## config.mk

```make
export PLATFORM = sky130hd
export DESIGN_NAME = note_sequencer
export DESIGN_NICKNAME = d
export VERILOG_FILES = /design/src/rtl/bgm_pkg.sv /design/src/rtl/song_rom.sv /design/src/rtl/note_sequencer.sv
export SDC_FILE = /design/constraint.sdc
export NUM_CORES = 1
export LEC_CHECK = 0
export CAP_MARGIN = 10
export CORE_ASPECT_RATIO = 1.25
export CORE_MARGIN = 2
export CORE_UTILIZATION = 50
export CTS_CLUSTER_DIAMETER = 120
export DETAILED_ROUTE_END_ITERATION = 12
export GPL_ROUTABILITY_DRIVEN = 0
export PLACE_DENSITY = 0.77
export SLEW_MARGIN = 20
export SYNTH_ARGS = -nofsm -noshare
export SYNTH_HDL_FRONTEND = slang
export SYNTH_HIERARCHICAL = 1
export SYNTH_SLANG_ARGS = --single-unit
```

## constraint.sdc

```tcl
create_clock -name clk -period 2.2 [get_ports clk]
set_input_delay 0.44 -clock clk [delete_from_list [all_inputs] [get_ports clk]]
set_output_delay 0.44 -clock clk [all_outputs]
set_load 0.03 [all_outputs]
```

## src/rtl/bgm_pkg.sv

```systemverilog
// Purpose: shared constants, state type and melody table for the background-music path.
// Latency: n/a (declarations only).
// Backpressure: n/a.
package bgm_pkg;

  localparam int NOTE_W   = 5;
  localparam int ADDR_W   = 6;
  localparam int SONG_LEN = 64;

  // The address register must be able to hold SONG_LEN itself while the
  // final entry is sounding, so it carries one bit more than the ROM index.
  localparam int ADDR_CNT_W = ADDR_W + 1;

  localparam logic [NOTE_W-1:0] NOTE_REST = '0;

  typedef enum logic [1:0] {
    IDLE   = 2'd0,
    PLAY   = 2'd1,
    PAUSED = 2'd2,
    DONE   = 2'd3
  } seq_state_e;

  localparam logic [NOTE_W-1:0] MELODY [SONG_LEN] = '{
    5'd0,  5'd3,  5'd3,  5'd3,  5'd5,  5'd5,  5'd5,  5'd6,
    5'd8,  5'd8,  5'd8,  5'd6,  5'd6,  5'd6,  5'd6,  5'd12,
    5'd12, 5'd12, 5'd15, 5'd15, 5'd15, 5'd15, 5'd15, 5'd9,
    5'd9,  5'd9,  5'd9,  5'd9,  5'd9,  5'd9,  5'd9,  5'd9,
    5'd9,  5'd9,  5'd10, 5'd7,  5'd7,  5'd6,  5'd6,  5'd5,
    5'd5,  5'd5,  5'd6,  5'd8,  5'd8,  5'd9,  5'd9,  5'd3,
    5'd3,  5'd8,  5'd8,  5'd8,  5'd5,  5'd5,  5'd8,  5'd5,
    5'd5,  5'd5,  5'd5,  5'd5,  5'd5,  5'd5,  5'd5,  5'd5
  };

endpackage

```

## src/rtl/song_rom.sv

```systemverilog
// Purpose: combinational melody lookup from the package table.
// Latency: 0 cycles (pure combinational).
// Backpressure: none.
// Ports: addr - melody index; note_code - note at that index (rest if out of range).
module song_rom
  import bgm_pkg::*;
(
  input  logic [ADDR_W-1:0] addr,
  output logic [NOTE_W-1:0] note_code
);

  always_comb begin
    note_code = NOTE_REST;
    if (int'(addr) < SONG_LEN) begin
      note_code = MELODY[addr];
    end
  end

endmodule

```

## src/rtl/note_sequencer.sv

```systemverilog
// Purpose: step through the melody one entry per beat; start/pause/loop control.
// Latency: note/strobe registered; start is reflected on the same clock edge it is sampled.
// Backpressure: none; the tone generator must accept a note on every strobe.
// Ports: clk/resetn; start, pause, loop_en controls; note + note_strobe per beat;
//        address = next entry to emit; playing = in PLAY; song_done = pulse on song end.
module note_sequencer
  import bgm_pkg::*;
#(
  parameter int TICK_DIV = 12500000
)
(
  input  logic                  clk,
  input  logic                  resetn,
  input  logic                  start,
  input  logic                  pause,
  input  logic                  loop_en,
  output logic [NOTE_W-1:0]     note,
  output logic                  note_strobe,
  output logic [ADDR_CNT_W-1:0] address,
  output logic                  playing,
  output logic                  song_done
);

  localparam int CNT_W = (TICK_DIV > 1) ? $clog2(TICK_DIV) : 1;
  localparam logic [CNT_W-1:0]      TICK_LAST = CNT_W'(TICK_DIV - 1);
  localparam logic [ADDR_CNT_W-1:0] ADDR_END  = ADDR_CNT_W'(SONG_LEN);
  localparam logic [ADDR_CNT_W-1:0] ADDR_ONE  = ADDR_CNT_W'(1);

  seq_state_e            state_q, state_d;
  logic [NOTE_W-1:0]     note_q, note_d;
  logic                  strobe_q, strobe_d;
  logic [ADDR_CNT_W-1:0] address_q, address_d;
  logic [CNT_W-1:0]      tick_q, tick_d;
  logic                  playing_q, playing_d;
  logic                  done_q, done_d;

  logic [ADDR_W-1:0]     rom_addr;
  logic [NOTE_W-1:0]     rom_note;

  // A single ROM port serves every load: a (re)start and a loop wrap both
  // fetch entry 0, otherwise the next entry is fetched.
  assign rom_addr = (start || (address_q == ADDR_END)) ? '0 : address_q[ADDR_W-1:0];

  song_rom u_song_rom (
    .addr      (rom_addr),
    .note_code (rom_note)
  );

  always_comb begin
    state_d   = state_q;
    note_d    = note_q;
    strobe_d  = 1'b0;
    address_d = address_q;
    tick_d    = tick_q;
    done_d    = 1'b0;

    if (start) begin
      // Start wins over pause and over a tick landing on the same edge.
      state_d   = PLAY;
      note_d    = rom_note;
      strobe_d  = 1'b1;
      address_d = ADDR_ONE;
      tick_d    = '0;
    end else begin
      case (state_q)
        PLAY, PAUSED: begin
          if (pause) begin
            // Counter freezes, including at TICK_LAST, so the beat in
            // progress resumes with its remaining length intact.
            state_d = PAUSED;
          end else begin
            // The resume edge counts as an active cycle as well.
            state_d = PLAY;
            if (tick_q == TICK_LAST) begin
              tick_d   = '0;
              strobe_d = 1'b1;
              if (address_q < ADDR_END) begin
                note_d    = rom_note;
                address_d = address_q + 1'b1;
              end else if (loop_en) begin
                note_d    = rom_note;
                address_d = ADDR_ONE;
              end else begin
                note_d    = NOTE_REST;
                done_d    = 1'b1;
                state_d   = DONE;
                // Nothing left to emit; park the index at the song head.
                address_d = '0;
              end
            end else begin
              tick_d = tick_q + 1'b1;
            end
          end
        end
        default: begin
          // IDLE and DONE hold everything until start.
        end
      endcase
    end

    playing_d = (state_d == PLAY);
  end

  always_ff @(posedge clk or negedge resetn) begin
    if (!resetn) begin
      state_q   <= IDLE;
      note_q    <= NOTE_REST;
      strobe_q  <= 1'b0;
      address_q <= '0;
      tick_q    <= '0;
      playing_q <= 1'b0;
      done_q    <= 1'b0;
    end else begin
      state_q   <= state_d;
      note_q    <= note_d;
      strobe_q  <= strobe_d;
      address_q <= address_d;
      tick_q    <= tick_d;
      playing_q <= playing_d;
      done_q    <= done_d;
    end
  end

  assign note        = note_q;
  assign note_strobe = strobe_q;
  assign address     = address_q;
  assign playing     = playing_q;
  assign song_done   = done_q;

endmodule
```

=== Yosys cells after proc, flatten, opt, wreduce, memory -nomap -nowiden ===
Memory sizes are Yosys's and may differ from the RTL's.
Index checks and enable logic that the tools add are counted.

* Reductions and logical operators: 6
* Equality and inequality tests: 6
* Muxes and demuxes: 35
* Add/subtract/negate cells: 2
* Magnitude comparators: 2
* Bitwise gates (word level): 1

{| class="wikitable"
|+ Operators by type and width
! operator !! count
|-
| 24-bit two-way mux || 4
|-
| 5-bit two-way mux || 8
|-
| 7-bit two-way mux || 5
|-
| 24-bit by 1-bit adder with 24-bit output, second input constant || 1
|-
| 24-bit == test, second input constant || 1
|-
| 2-bit two-way mux || 6
|-
| 1-bit two-way mux || 11
|-
| 7-bit by 1-bit adder with 7-bit output, second input constant || 1
|-
| 7-bit == test, second input constant || 1
|-
| 7-bit >= comparator, second input constant || 1
|-
| 7-bit less-than comparator, second input constant || 1
|-
| 6-bit NOT with 7-bit output || 1
|-
| 6-bit two-way mux || 1
|-
| 2-bit by 1-bit == test with 1-bit output, second input constant || 2
|-
| 2-bit nonzero test || 2
|-
| 3-bit AND reduction || 1
|-
| 2-bit == test, second input constant || 1
|-
| 2-bit != test, second input constant || 1
|-
| 2-bit AND reduction || 1
|-
| 2-bit OR reduction || 1
|-
| 1-bit logical OR || 1
|}

* Memories kept: 1
* Input bits: 5
* Flip-flop bits (word level): 41
* Memory bits (read-only): 320

{| class="wikitable"
|+ Memories
! memory !! words !! width !! read ports !! clocked after memory_dff !! wr ports !! RTL line !! text
|-
| (name not given) || 64 || 5 || 1 || 0 || 0 || song_rom.sv:15 || <nowiki>note_code = MELODY[addr];</nowiki>
|}

=== Depth between registers and ports, before layout ===
Gate-level depths: netlist of run 1.

* Depth in word-level cells: 13
* Gate-level depth with buffers: 11

=== Hierarchy ===
The synthesis of run 1 kept the hierarchy.

{| class="wikitable"
|+ By module, submodules not included
! module !! times used !! cells each !! sequential area each (um^2) !! area an instance (um^2)
|-
| note_sequencer || 1 || 257 || 1,026.0 || 2,290.9
|-
| song_rom || 1 || 53 || 0.0 || 406.6
|}

=== Worst setup path after synthesis of run 1 ===
OpenSTA, ideal clock, no wires.

* Path kind: register to register
* Start: register address_q[0], in the netlist address[0]
* End: register note_q[0], in the netlist note[0]
* Stages on the path, launching flop included: 11
* Library setup time: 0.066 ns
* Path buffers: 0
* Arrival time: 2.432 ns
* Required time: 2.134 ns
* Period minus slack after synthesis: 2.499 ns
* Setup slack: -0.299 ns
* Path through: dfrtp_1 > inv_1 > ha_1 > a31oi_1 > and2_1 > inv_1 > ha_1 > mux4_2 > and2_0 > o32ai_1 > a22o_1

* Cells in the longest elaborated chain, start to end: 13
* Elaborated cells on any way between the ends: 14
* Classes of those cells: 1 x order compare; 1 x eq/ne; 9 x mux; 1 x bitwise; 1 x reduce/logical; 1 x memory

{| class="wikitable"
|+ Ends and longest elaborated chain
! item !! RTL line !! text
|-
| from (decl) || note_sequencer.sv:32 || <nowiki>logic [ADDR_CNT_W-1:0] address_q, address_d;</nowiki>
|-
| from (signal assigned) || note_sequencer.sv:117 || <nowiki>address_q <= address_d;</nowiki>
|-
| 7-bit == test * || note_sequencer.sv:42 || <nowiki>assign rom_addr = (start || (address_q == ADDR_END)) ? '0 : address_q[ADDR_W-1:0];</nowiki>
|-
| 1-bit logical OR * || note_sequencer.sv:42 ||
|-
| 6-bit two-way mux * || note_sequencer.sv:42 ||
|-
| net rom_addr[1] || note_sequencer.sv:37 || <nowiki>logic [ADDR_W-1:0] rom_addr;</nowiki>
|-
| 6-bit NOT with 7-bit output (not written as such) * || song_rom.sv:15 ||
|-
| memory 64 x 5 bit * || - ||
|-
| 5-bit two-way mux (not written as such) * (2 in a row) || song_rom.sv:15 ||
|-
| net rom_note[0] || note_sequencer.sv:38 || <nowiki>logic [NOTE_W-1:0] rom_note;</nowiki>
|-
| 5-bit two-way mux || note_sequencer.sv:80 || <nowiki>end else if (loop_en) begin</nowiki>
|-
| 5-bit two-way mux || note_sequencer.sv:77 || <nowiki>if (address_q < ADDR_END) begin</nowiki>
|-
| 5-bit two-way mux || note_sequencer.sv:74 || <nowiki>if (tick_q == TICK_LAST) begin</nowiki>
|-
| 5-bit two-way mux || note_sequencer.sv:67 || <nowiki>if (pause) begin</nowiki>
|-
| 5-bit two-way mux || note_sequencer.sv:65 || <nowiki>case (state_q)</nowiki>
|-
| 5-bit two-way mux * || note_sequencer.sv:57 || <nowiki>if (start) begin</nowiki>
|-
| to (signal assigned) || note_sequencer.sv:115 || <nowiki>note_q <= note_d;</nowiki>
|-
| to (decl) || note_sequencer.sv:30 || <nowiki>logic [NOTE_W-1:0] note_q, note_d;</nowiki>
|}

The timed path passes the listed nets; every way through them passes the cells marked *. The select of a mux whose other input is x is not followed.
A chain may end at the register's enable or synchronous reset.

=== Worst setup path after layout of run 1 ===
* Start: register address_q[4], in the netlist address[4]
* End: register note_q[2], in the netlist note[2]

Same word-level chain as after synthesis.

==> results of run 1 <==
## cell type report
type                    count  share of cell area (%)
well taps                  62                    2.10
inverters                  17                    1.93
clock buffers               6                    2.24
repair buffers             90                    19.8
multi-input cells         235                    45.0
clock inverters             2                    1.02
flip-flops and latches     41                    28.0
## worst max path at each step
stage / start / to / cells past startpoint
2_1_floorplan: address[2]$_DFFE_PN0P_ / note[0]$_DFFE_PN0P_ / 9
5_1_grt: address[4]$_DFFE_PN0P_ / note[3]$_DFFE_PN0P_ / 10
6_report: address[4]$_DFFE_PN0P_ / note[2]$_DFFE_PN0P_ / 9
3_5_place_dp: start / note[0]$_DFFE_PN0P_ / 9
3_3_place_gp: start / note[3]$_DFFE_PN0P_ / 10
4_1_cts: address[3]$_DFFE_PN0P_ / note[0]$_DFFE_PN0P_ / 9
## timing repair
item | in CTS | in global routing
setup buffers | 5 | 6
endpoints found under the setup margin | 4 | 7
resized for setup | 14 | 4
cloned | 0 | 0
pin swaps | 15 | 4
## Yosys cell counts (3+ instances only)
library cell,n
nand4_1,11
nor4_1,9
and4_1,3
nor3_1,16
o21ai_0,10
a22o_1,5
and2_1,4
clkbuf_1,11
ha_1,8
or2_2,4
nor4b_1,3
nand3b_1,3
a31oi_1,5
a21oi_1,22
xnor2_1,8
or4_1,4
nor2_1,20
nor2b_1,4
inv_1,16
a211oi_1,4
nand3_1,11
and3_1,3
nand2_1,29
xor2_1,4
o32ai_1,5
buf_2,3
dfrtp_1,41
or3_1,5
## metal layers
layer,track usage (%),routed length [um]
met1,30.4,3000
met2,49.2,4030
met3,3.53,283
met4,11.2,225
met5,0,0
## through the flow
| step | instance area (um2) | hold WS [ps] |
|---|---|---|
| floorplan | 2780 | 144 |
| global placement | 3400 | 492 |
| detailed placement | 3400 | 498 |
| CTS | 3630 | 220 |
| global route | 3690 | 262 |
| finish | 3690 | 186 |
## power groups by stage
stage / logic, W / clock network (W) / registers, W
detailed placement: 0.000333 / 0 / 0.000817
global placement: 0.000325 / 0 / 0.000815
floorplan: 0.000143 / 0 / 0.000862
CTS: 0.000347 / 0.000666 / 0.000802
finish: 0.000354 / 0.000653 / 0.000801
global route: 0.000381 / 0.000697 / 0.000805
## logic make-up after synthesis
group	synth area share [%]
adders and majority gates	3.71
other	0.139
buffers and inverters	5.38
DFF	38.0
muxes	1.58
and+or+nand+nor	29.7
AOI/OAI and AO/OA	17.6
xor gates and xnor gates	3.90
## sequential cells by signal, indices dropped and copies added, names as in the netlist
register,flops
address,7
note,5
note_strobe,1
playing,1
song_done,1
state_q,2
tick_q,24
==> run summary, run 1 <==
critical path class: reg -> reg
Leakage: 1.51 nW
Max-cap violations: 0
total number of vias: 2728
Mapped Cells: 310
most common cell after layout, fill and taps aside: buf_4
Clock transition at path regs: 90 ps
Final WS setup: -58.0 ps
RR Endpoint: note[2]$_DFFE_PN0P_
synth unique cells: 62
fin. max-slew vios: 0
synth warn: 6
Final setup viols: 3
Antenna diodes: 0
Tcrit/Tclk final: 103%
Port Buffers: 19
Final Non-Filler Cells: 453
Hold-fix buffers, CTS: 0
synthesized area: 2700 um2
outcome: finished with violations
Die Ht: 86.1 um
CORE AREA: 5150 um2
WL final: 7540 um
Layout Utilization: 71.7%
Yosys reg bits: 41
Reg2Reg Setup Slack: -60 ps
CTS tree: done
Async S/R FF share, synth: 100%
Net Count, Synth: 323
CP delay by family, top: simple AND/OR/NAND/NOR gates
CP Capture Type: register
clk_skew: 12.1 ps
CP Cell Sequence: nor4b_4 -> a31oi_4 -> and2_4 -> buf_6 -> ha_4 -> or2_4 -> a31o_1 -> a21oi_2 -> a22o_1
internal power: 0.00131 W
register area share after synthesis: 38.0%
FF-to-FF Start: address[4]$_DFFE_PN0P_
endpoints failing hold: 0
PD cells: 490 nW/um2
critical path required time: 2440 ps
Starting Density: 52.4%
Peak VDD IR: 474 uV
GRT overflow: 0
dpl cells: 434
CTS Root Cell: clkbuf_8
vias in the first global route: 2653
area of the multi-input gates: 1660 um2
Max Fanout on Critical Path: 5
DRC: 0
DRT antenna net count: 0
Area Growth Syn to Fin: 36.9%
initial antenna violation count: 0
Critical Path Slowest Stage Cell: dfrtp_2
average wire per standard cell: 16.6 um
Max Freq: 443 MHz
fillers: 385
nets: 403
Clock Latency Late Sink: 310 ps
Clock Path Buffers: 2
RSZ-0062 raised after global routing: yes
relative slew slack: 49.8%
failing checks: setup timing
clock power share: 36.1%
H-tree levels: 2
largest net degree at the start of global routing: 34
synth top area cells: dfrtp_1 (38%), a21oi_1 (4.1%), nand2_1 (4.0%)
WP data arrival: 2500 ps
first drt pass iteration count: 4
post-synth top area cell: dfrtp_1
min cycle time layout: 2260 ps
row cnt: 29
CP peak stage delay: 430 ps
Fin Setup TNS: -148 ps
Comb pwr share: 19.6%
Sw Share: 27.8%
DPL Wire Length: 5360 um
GRT Total Usage: 26.4%
Reg2Reg Depth: 9
Tot Pwr: 0.00181 W
Setup crit start kind: register
Mapped Avg Cell Area: 8.70 um2
min-delay worst type: in -> async
Vias/cell: 6.02
Die ar.: 6000 um2
number of synthesized flops with an enable pin: 0
global-route wire length before repair: 12700 um
initial DRC count: 109
FF+latch area: 1030 um2
CTS Buf Count: 5
most frequent cells in the layout: buf_4 (68), dfrtp_1 (35), nand2_1 (29), a21oi_1 (19), nor2_1 (19)
pre-CTS setup slack: -388 ps
Synth Flop Type: dfrtp_1
share of the synthesized area in the top cell type: 38.0%
Seq pwr share: 44.3%
clk sink count: 41
Worst Max-Slew Pin Slew: 753 ps
Ports: 20
NetSw: 0.000503 W
die width: 69.7 um
share of cells above drive strength 1: 31.2%
worst path bufs/invs: 1
Power figures use the tool's default switching activity.
==> run 2, diff against run 1 <==
--- a/config.mk
+++ b/config.mk
@@ -6,13 +6,16 @@
 export NUM_CORES = 1
 export LEC_CHECK = 0
 export CAP_MARGIN = 10
+export CELL_PAD_IN_SITES_DETAIL_PLACEMENT = 0
+export CELL_PAD_IN_SITES_GLOBAL_PLACEMENT = 1
 export CORE_ASPECT_RATIO = 1.25
 export CORE_MARGIN = 2
-export CORE_UTILIZATION = 50
+export CORE_UTILIZATION = 45
 export CTS_CLUSTER_DIAMETER = 120
 export DETAILED_ROUTE_END_ITERATION = 12
 export GPL_ROUTABILITY_DRIVEN = 0
-export PLACE_DENSITY = 0.77
+export HOLD_SLACK_MARGIN = 0.1
+export PLACE_DENSITY = 0.85
 export SLEW_MARGIN = 20
 export SYNTH_ARGS = -nofsm -noshare
 export SYNTH_HDL_FRONTEND = slang
==> constraint.sdc (replaced) <==
create_clock -name clk -period 2.5 [get_ports clk]
set_input_delay 0.5 -clock clk [delete_from_list [all_inputs] [get_ports clk]]
set_output_delay 0.5 -clock clk [all_outputs]
set_load 0.03 [all_outputs]
==> run 2 against run 1 <==
  * Largest cell class unchanged
  * The flow now finishes without violations
  * Critical path depth rose by 1
  * Utilization decreased by 15 points
  * Sequential share of layout area up 3.5 points
  * Non-clock buffer count fell by 40
  * Die area is 11% higher
  * Maximum frequency shrank 4.3%
  * Clock skew down 1.5 ps
  * First-iteration DRC count fell by 5.5%
  * Sequential cell count unchanged
  * Worst setup slack gained 200 ps
  * Power shrank 15%
==> run summary, run 2 (synthesized netlist as in run 1, its figures left out) <==
fin. max-slew vios: 0 (unchanged)
Vias/cell: 5.87 (-2.5%)
Clock Latency Late Sink: 290 ps (-20 ps)
Antenna diodes: 0 (unchanged)
Worst Max-Slew Pin Slew: 651 ps (-102 ps)
global-route wire length before repair: 11200 um (-12%)
Peak VDD IR: 224 uV (-53%)
total number of vias: 2448 (-10%)
Area Growth Syn to Fin: 20.9%
row cnt: 31 (+6.9%)
critical path class: reg -> reg
Final setup viols: 0 (-3)
die width: 73.3 um (+5.1%)
first drt pass iteration count: 4 (unchanged)
Layout Utilization: 56.4% (-15 points)
largest net degree at the start of global routing: 29 (-15%)
most common cell after layout, fill and taps aside: dfrtp_1
post-route cell area: 3260 um2 (-12%)
CTS Buf Count: 5 (unchanged)
Port Buffers: 19 (unchanged)
GRT Total Usage: 21.1% (-5.3 points)
DPL Wire Length: 4940 um (-8.0%)
FF-to-FF Start: address[6]$_DFFE_PN0P_
pre-CTS setup slack: -141 ps (+247 ps)
DRT antenna net count: 0 (unchanged)
Reg2Reg Setup Slack: 140 ps (+200 ps)
min-delay worst type: reg -> reg
Post-CTS Setup Inserts: 0 (-5)
clk sink count: 41 (unchanged)
average wire per standard cell: 16.0 um (-3.7%)
Setup crit start kind: register
outcome: completed
Die ar.: 6630 um2 (+11%)
critical path required time: 2740 ps (+300 ps)
CTS Root Cell: clkbuf_8
min cycle time layout: 2360 ps (+101 ps)
clk_skew: 10.6 ps (-1.50 ps)
hold depth: 1
Die Ht: 90.6 um (+5.2%)
H-tree levels: 2 (unchanged)
nets: 363 (-9.9%)
max reg flops: 24 (unchanged)
RSZ-0062 raised after global routing: yes
Final WS setup: 141 ps (+199 ps)
Tot Pwr: 0.00153 W (-15%)
endpoints failing hold: 0 (unchanged)
Leakage: 1.30 nW (-14%)
Clock transition at path regs: 90 ps (about the same)
most frequent cells in the layout: dfrtp_1 (41), nand2_1 (29), buf_4 (29), a21oi_1 (22), nor2_1 (20)
Max Freq: 424 MHz (-4.3%)
Hold Path End: note[0]$_DFFE_PN0P_
placed instance area: 3120 um2 (-8.1%)
initial DRC count: 103 (-5.5%)
Clock Path Buffers: 2 (unchanged)
initial antenna violation count: 0 (unchanged)
Hold Crit Start: note[0]$_DFFE_PN0P_
final hold slack: 507 ps (+321 ps)
GRT overflow: 0 (unchanged)
Max Fanout on Critical Path: 3 (-2)
WL final: 6680 um (-11%)
vias in the first global route: 2382 (-10%)
Tcrit/Tclk final: 94.4% (-8.3 points)
CP Capture Type: register
RR Endpoint: note[0]$_DFFE_PN0P_
CORE AREA: 5780 um2 (+12%)
DRC: 0 (unchanged)
share of cells above drive strength 1: 16.2% (-15 points)
CTS tree: done
relative slew slack: 56.6% (+6.8 points)
largest register by flop count: tick_q
PD cells: 469 nW/um2 (-4.3%)
Reg2Reg Depth: 10 (+1)
Ports: 20 (unchanged)
WP data arrival: 2600 ps (+100 ps)
Max-cap violations: 0 (unchanged)
Starting Density: 46.7% (-5.7 points)
## run 2: how the worst max path moves through the flow
| stage | cells after the start | slack [ps] | from | end |
|---|---|---|---|---|
| final | 10 | 140 | address[6]$_DFFE_PN0P_ | note[0]$_DFFE_PN0P_ |
| after global routing | 10 | -8 | address[3]$_DFFE_PN0P_ | note[0]$_DFFE_PN0P_ |
| after CTS | 10 | 50 | address[3]$_DFFE_PN0P_ | note[3]$_DFFE_PN0P_ |
| after detailed placement | 9 | -140 | start | note[0]$_DFFE_PN0P_ |
| after global placement | 9 | -80 | start | note[0]$_DFFE_PN0P_ |
| after floorplan | 10 | 1 | address[0]$_DFFE_PN0P_ | note[0]$_DFFE_PN0P_ |
## run 2: layer usage
| metal | GRT usage, % | vias up | wire length [um] |
|---|---|---|---|
| met4 | 7.41 | 0 | 101 |
| li1 | - | 1220 | - |
| met5 | 0 | - | 0 |
| met1 | 26.3 | 1178 | 2810 |
| met2 | 36.4 | 42 | 3620 |
| met3 | 3.01 | 8 | 144 |
## run 2: repair_timing
item                                    4_1_cts  5_1_grt
gates resized for setup                       0        4
hold buffers                                  1        0
endpoints found under the hold margin         5        0
endpoints found under the setup margin        0        4
## run 2: layout make-up
cell class	instances	area, um2
tap	66	82.6
fill	539	2520
inverter	17	66.3
clock buffer	7	86.3
clock inverter	1	30.0
multi-input combinational	235	1540
timing repair buffer	50	433
sequential	41	1030
## run 2: power breakdown
group	internal, W	total (W)	switching [W]
Sequential	0.000687	0.000706	0.0000189
Clock	0.000326	0.000561	0.000235
Combinational	0.000107	0.000261	0.000154
## run 2: worst max-delay path: stages (launching register included)
cell and delay [ps]:
dfrtp_1 380, nor4b_2 160, buf_4 130, a31oi_1 190, and2_1 210, inv_2 70
ha_1 290, mux4_2 440, and2_0 170, o32ai_1 110, a22o_1 160
## run 2: metrics by stage
step | instances | setup TNS [ps]
4_1_cts | 417 | 0
5_1_grt | 417 | -8.34
2_1_floorplan | 310 | 0
6_report | 417 | 0
3_3_place_gp | 408 | -142
3_5_place_dp | 408 | -283
==> run 3, diff against run 2 <==
--- a/config.mk
+++ b/config.mk
@@ -13,7 +13,7 @@
 export CORE_UTILIZATION = 45
 export CTS_CLUSTER_DIAMETER = 120
 export DETAILED_ROUTE_END_ITERATION = 12
-export GPL_ROUTABILITY_DRIVEN = 0
+export GPL_ROUTABILITY_DRIVEN = 1
 export HOLD_SLACK_MARGIN = 0.1
 export PLACE_DENSITY = 0.85
 export SLEW_MARGIN = 20
==> run 3 against run 2 <==
  * Maximum frequency down 1.3%
  * Register-to-register slack got worse by 30 ps
  * Power down 1.9%
  * Clock-buffer cell count shrank 2
  * Clock skew hardly changed
  * Utilization grew 0.32 points
  * Clock power shrank 7.0%
  * Sequential power about the same
  * Critical path type unchanged
==> run summary, run 3 (synthesized netlist as in run 1, its figures left out) <==
DPL Wire Length: 5040 um (+2.1%)
FF-to-FF Start: address[4]$_DFFE_PN0P_
Fin Setup TNS: 0 ps (unchanged)
endpoints failing hold: 0 (unchanged)
PD cells: 457 nW/um2 (-2.5%)
clk_skew: 10.2 ps (-0.422 ps)
GPL Wtd Cong: 0.859
row cnt: 31 (unchanged)
nets: 368 (+1.4%)
Ports: 20 (unchanged)
clk sink count: 41 (unchanged)
Met1 Routed Length: 2910 um (+3.3%)
RSZ-0062 raised after global routing: no
largest net degree at the start of global routing: 42 (+45%)
Port Buffers: 19 (unchanged)
max reg flops: 24 (unchanged)
outcome: completed
Max Freq: 419 MHz (-1.3%)
most common cell after layout, fill and taps aside: dfrtp_1
CP Capture Type: register
Area Growth Syn to Fin: 21.6%
Tot Pwr: 0.00150 W (-1.9%)
Reg2Reg Setup Slack: 110 ps (-30 ps)
Antenna diodes: 0 (unchanged)
die width: 73.3 um (unchanged)
first drt pass iteration count: 4 (unchanged)
critical path class: reg -> reg
critical path required time: 2740 ps (about the same)
Max Fanout on Critical Path: 5 (+2)
WL met3: 125 um (-13%)
CTS tree: done
relative slew slack: 47.5% (-9.1 points)
Leakage: 1.32 nW (+1.6%)
Final setup viols: 0 (unchanged)
met2 routed WL: 3590 um (-0.99%)
WP data arrival: 2630 ps (+30 ps)
CTS Buf Count: 5 (unchanged)
Peak VDD IR: 264 uV (+18%)
min cycle time layout: 2390 ps (+30.1 ps)
WL final: 6790 um (+1.6%)
initial DRC count: 104 (+0.97%)
most frequent cells in the layout: dfrtp_1 (41), buf_4 (36), nand2_1 (29), a21oi_1 (21), nor2_1 (20)
DRT antenna net count: 0 (unchanged)
min-delay worst type: in -> async
CTS Root Cell: clkbuf_8
DRC: 0 (unchanged)
CORE AREA: 5780 um2 (unchanged)
Tcrit/Tclk final: 95.6% (+1.2 points)
largest register by flop count: tick_q
Setup crit start kind: register
Hold-fix buffers, CTS: 0 (-1)
fin. max-slew vios: 0 (unchanged)
Die Ht: 90.6 um (unchanged)
global-route wire length before repair: 11900 um (+6.0%)
Clock Path Buffers: 2 (unchanged)
Post-CTS Setup Inserts: 0 (unchanged)
Vias/cell: 5.88 (+0.10%)
Starting Density: 46.7% (unchanged)
average wire per standard cell: 16.1 um (+0.62%)
GRT overflow: 0 (unchanged)
Die ar.: 6630 um2 (unchanged)
Max-cap violations: 0 (unchanged)
uppermost layer routed: met4
RR Endpoint: note[0]$_DFFE_PN0P_
CP Launch Point: address[4]$_DFFE_PN0P_
total number of vias: 2474 (+1.1%)
Post-CTS Resized: 0 (unchanged)
share of cells above drive strength 1: 18.0% (+1.8 points)
GRT Total Usage: 22.5% (+1.4 points)
Worst Max-Slew Pin Slew: 787 ps (+136 ps)
Reg2Reg Depth: 10 (unchanged)
Clock transition at path regs: 80 ps (about the same)
vias in the first global route: 2525 (+6.0%)
H-tree levels: 2 (unchanged)
Clock Latency Late Sink: 300 ps (about the same)
fillers: 513 (-4.8%)
initial antenna violation count: 0 (unchanged)
-- run 3: per-stage QoR --
stage | utilization [%] | setup slack (ps) | std cells | hold WS (ps) | cell area (um2)
floorplan | - | 1.40 | 310 | 204 | 2700
global placement | 54.6 | -72.5 | 414 | 489 | 3160
detailed placement | 54.6 | -132 | 414 | 491 | 3160
CTS | 56.4 | 56.4 | 421 | 277 | 3260
global route | 56.8 | 7.11 | 421 | 310 | 3280
finish | 56.8 | 111 | 421 | 266 | 3280
-- run 3: area by class of cell --
class / instances / area [um2] / share of cell area (%)
clock inverters: 2 / 35.0 / 1.07
clock buffers: 5 / 68.8 / 2.10
multi-input cells: 235 / 1550 / 47.1
repair buffers: 55 / 455 / 13.9
inverters: 17 / 66.3 / 2.02
flip-flops and latches: 41 / 1030 / 31.3
well taps: 66 / 82.6 / 2.52
-- run 3: worst max path at each step --
stage,cells after the start,to,slack (ps)
after CTS,10,note[0]$_DFFE_PN0P_,60
final,10,note[0]$_DFFE_PN0P_,110
after floorplan,10,note[0]$_DFFE_PN0P_,1
after global placement,9,note[0]$_DFFE_PN0P_,-70
after global routing,10,note[0]$_DFFE_PN0P_,7
after detailed placement,9,note[0]$_DFFE_PN0P_,-130
-- run 3: report_power, final --
group	internal, W	switching, W
registers	0.000687	0.0000189
logic	0.000114	0.000156
clock network	0.000290	0.000232
-- run 3: layer usage --
layer  global-route usage (%)  up-vias
met5                        0        -
met4                     8.49        0
met3                     3.24       12
met2                     38.9       31
met1                     27.6     1208
li1                         -     1223
-- run 3: critical path: stages (launching register included) --
cell and delay [ps]:
dfrtp_1 400, nor4b_2 280, buf_4 170, a31oi_1 90, and2_1 190, buf_4 160, ha_1 190, mux4_2 440
and2_0 170, o32ai_2 90, a22o_1 150
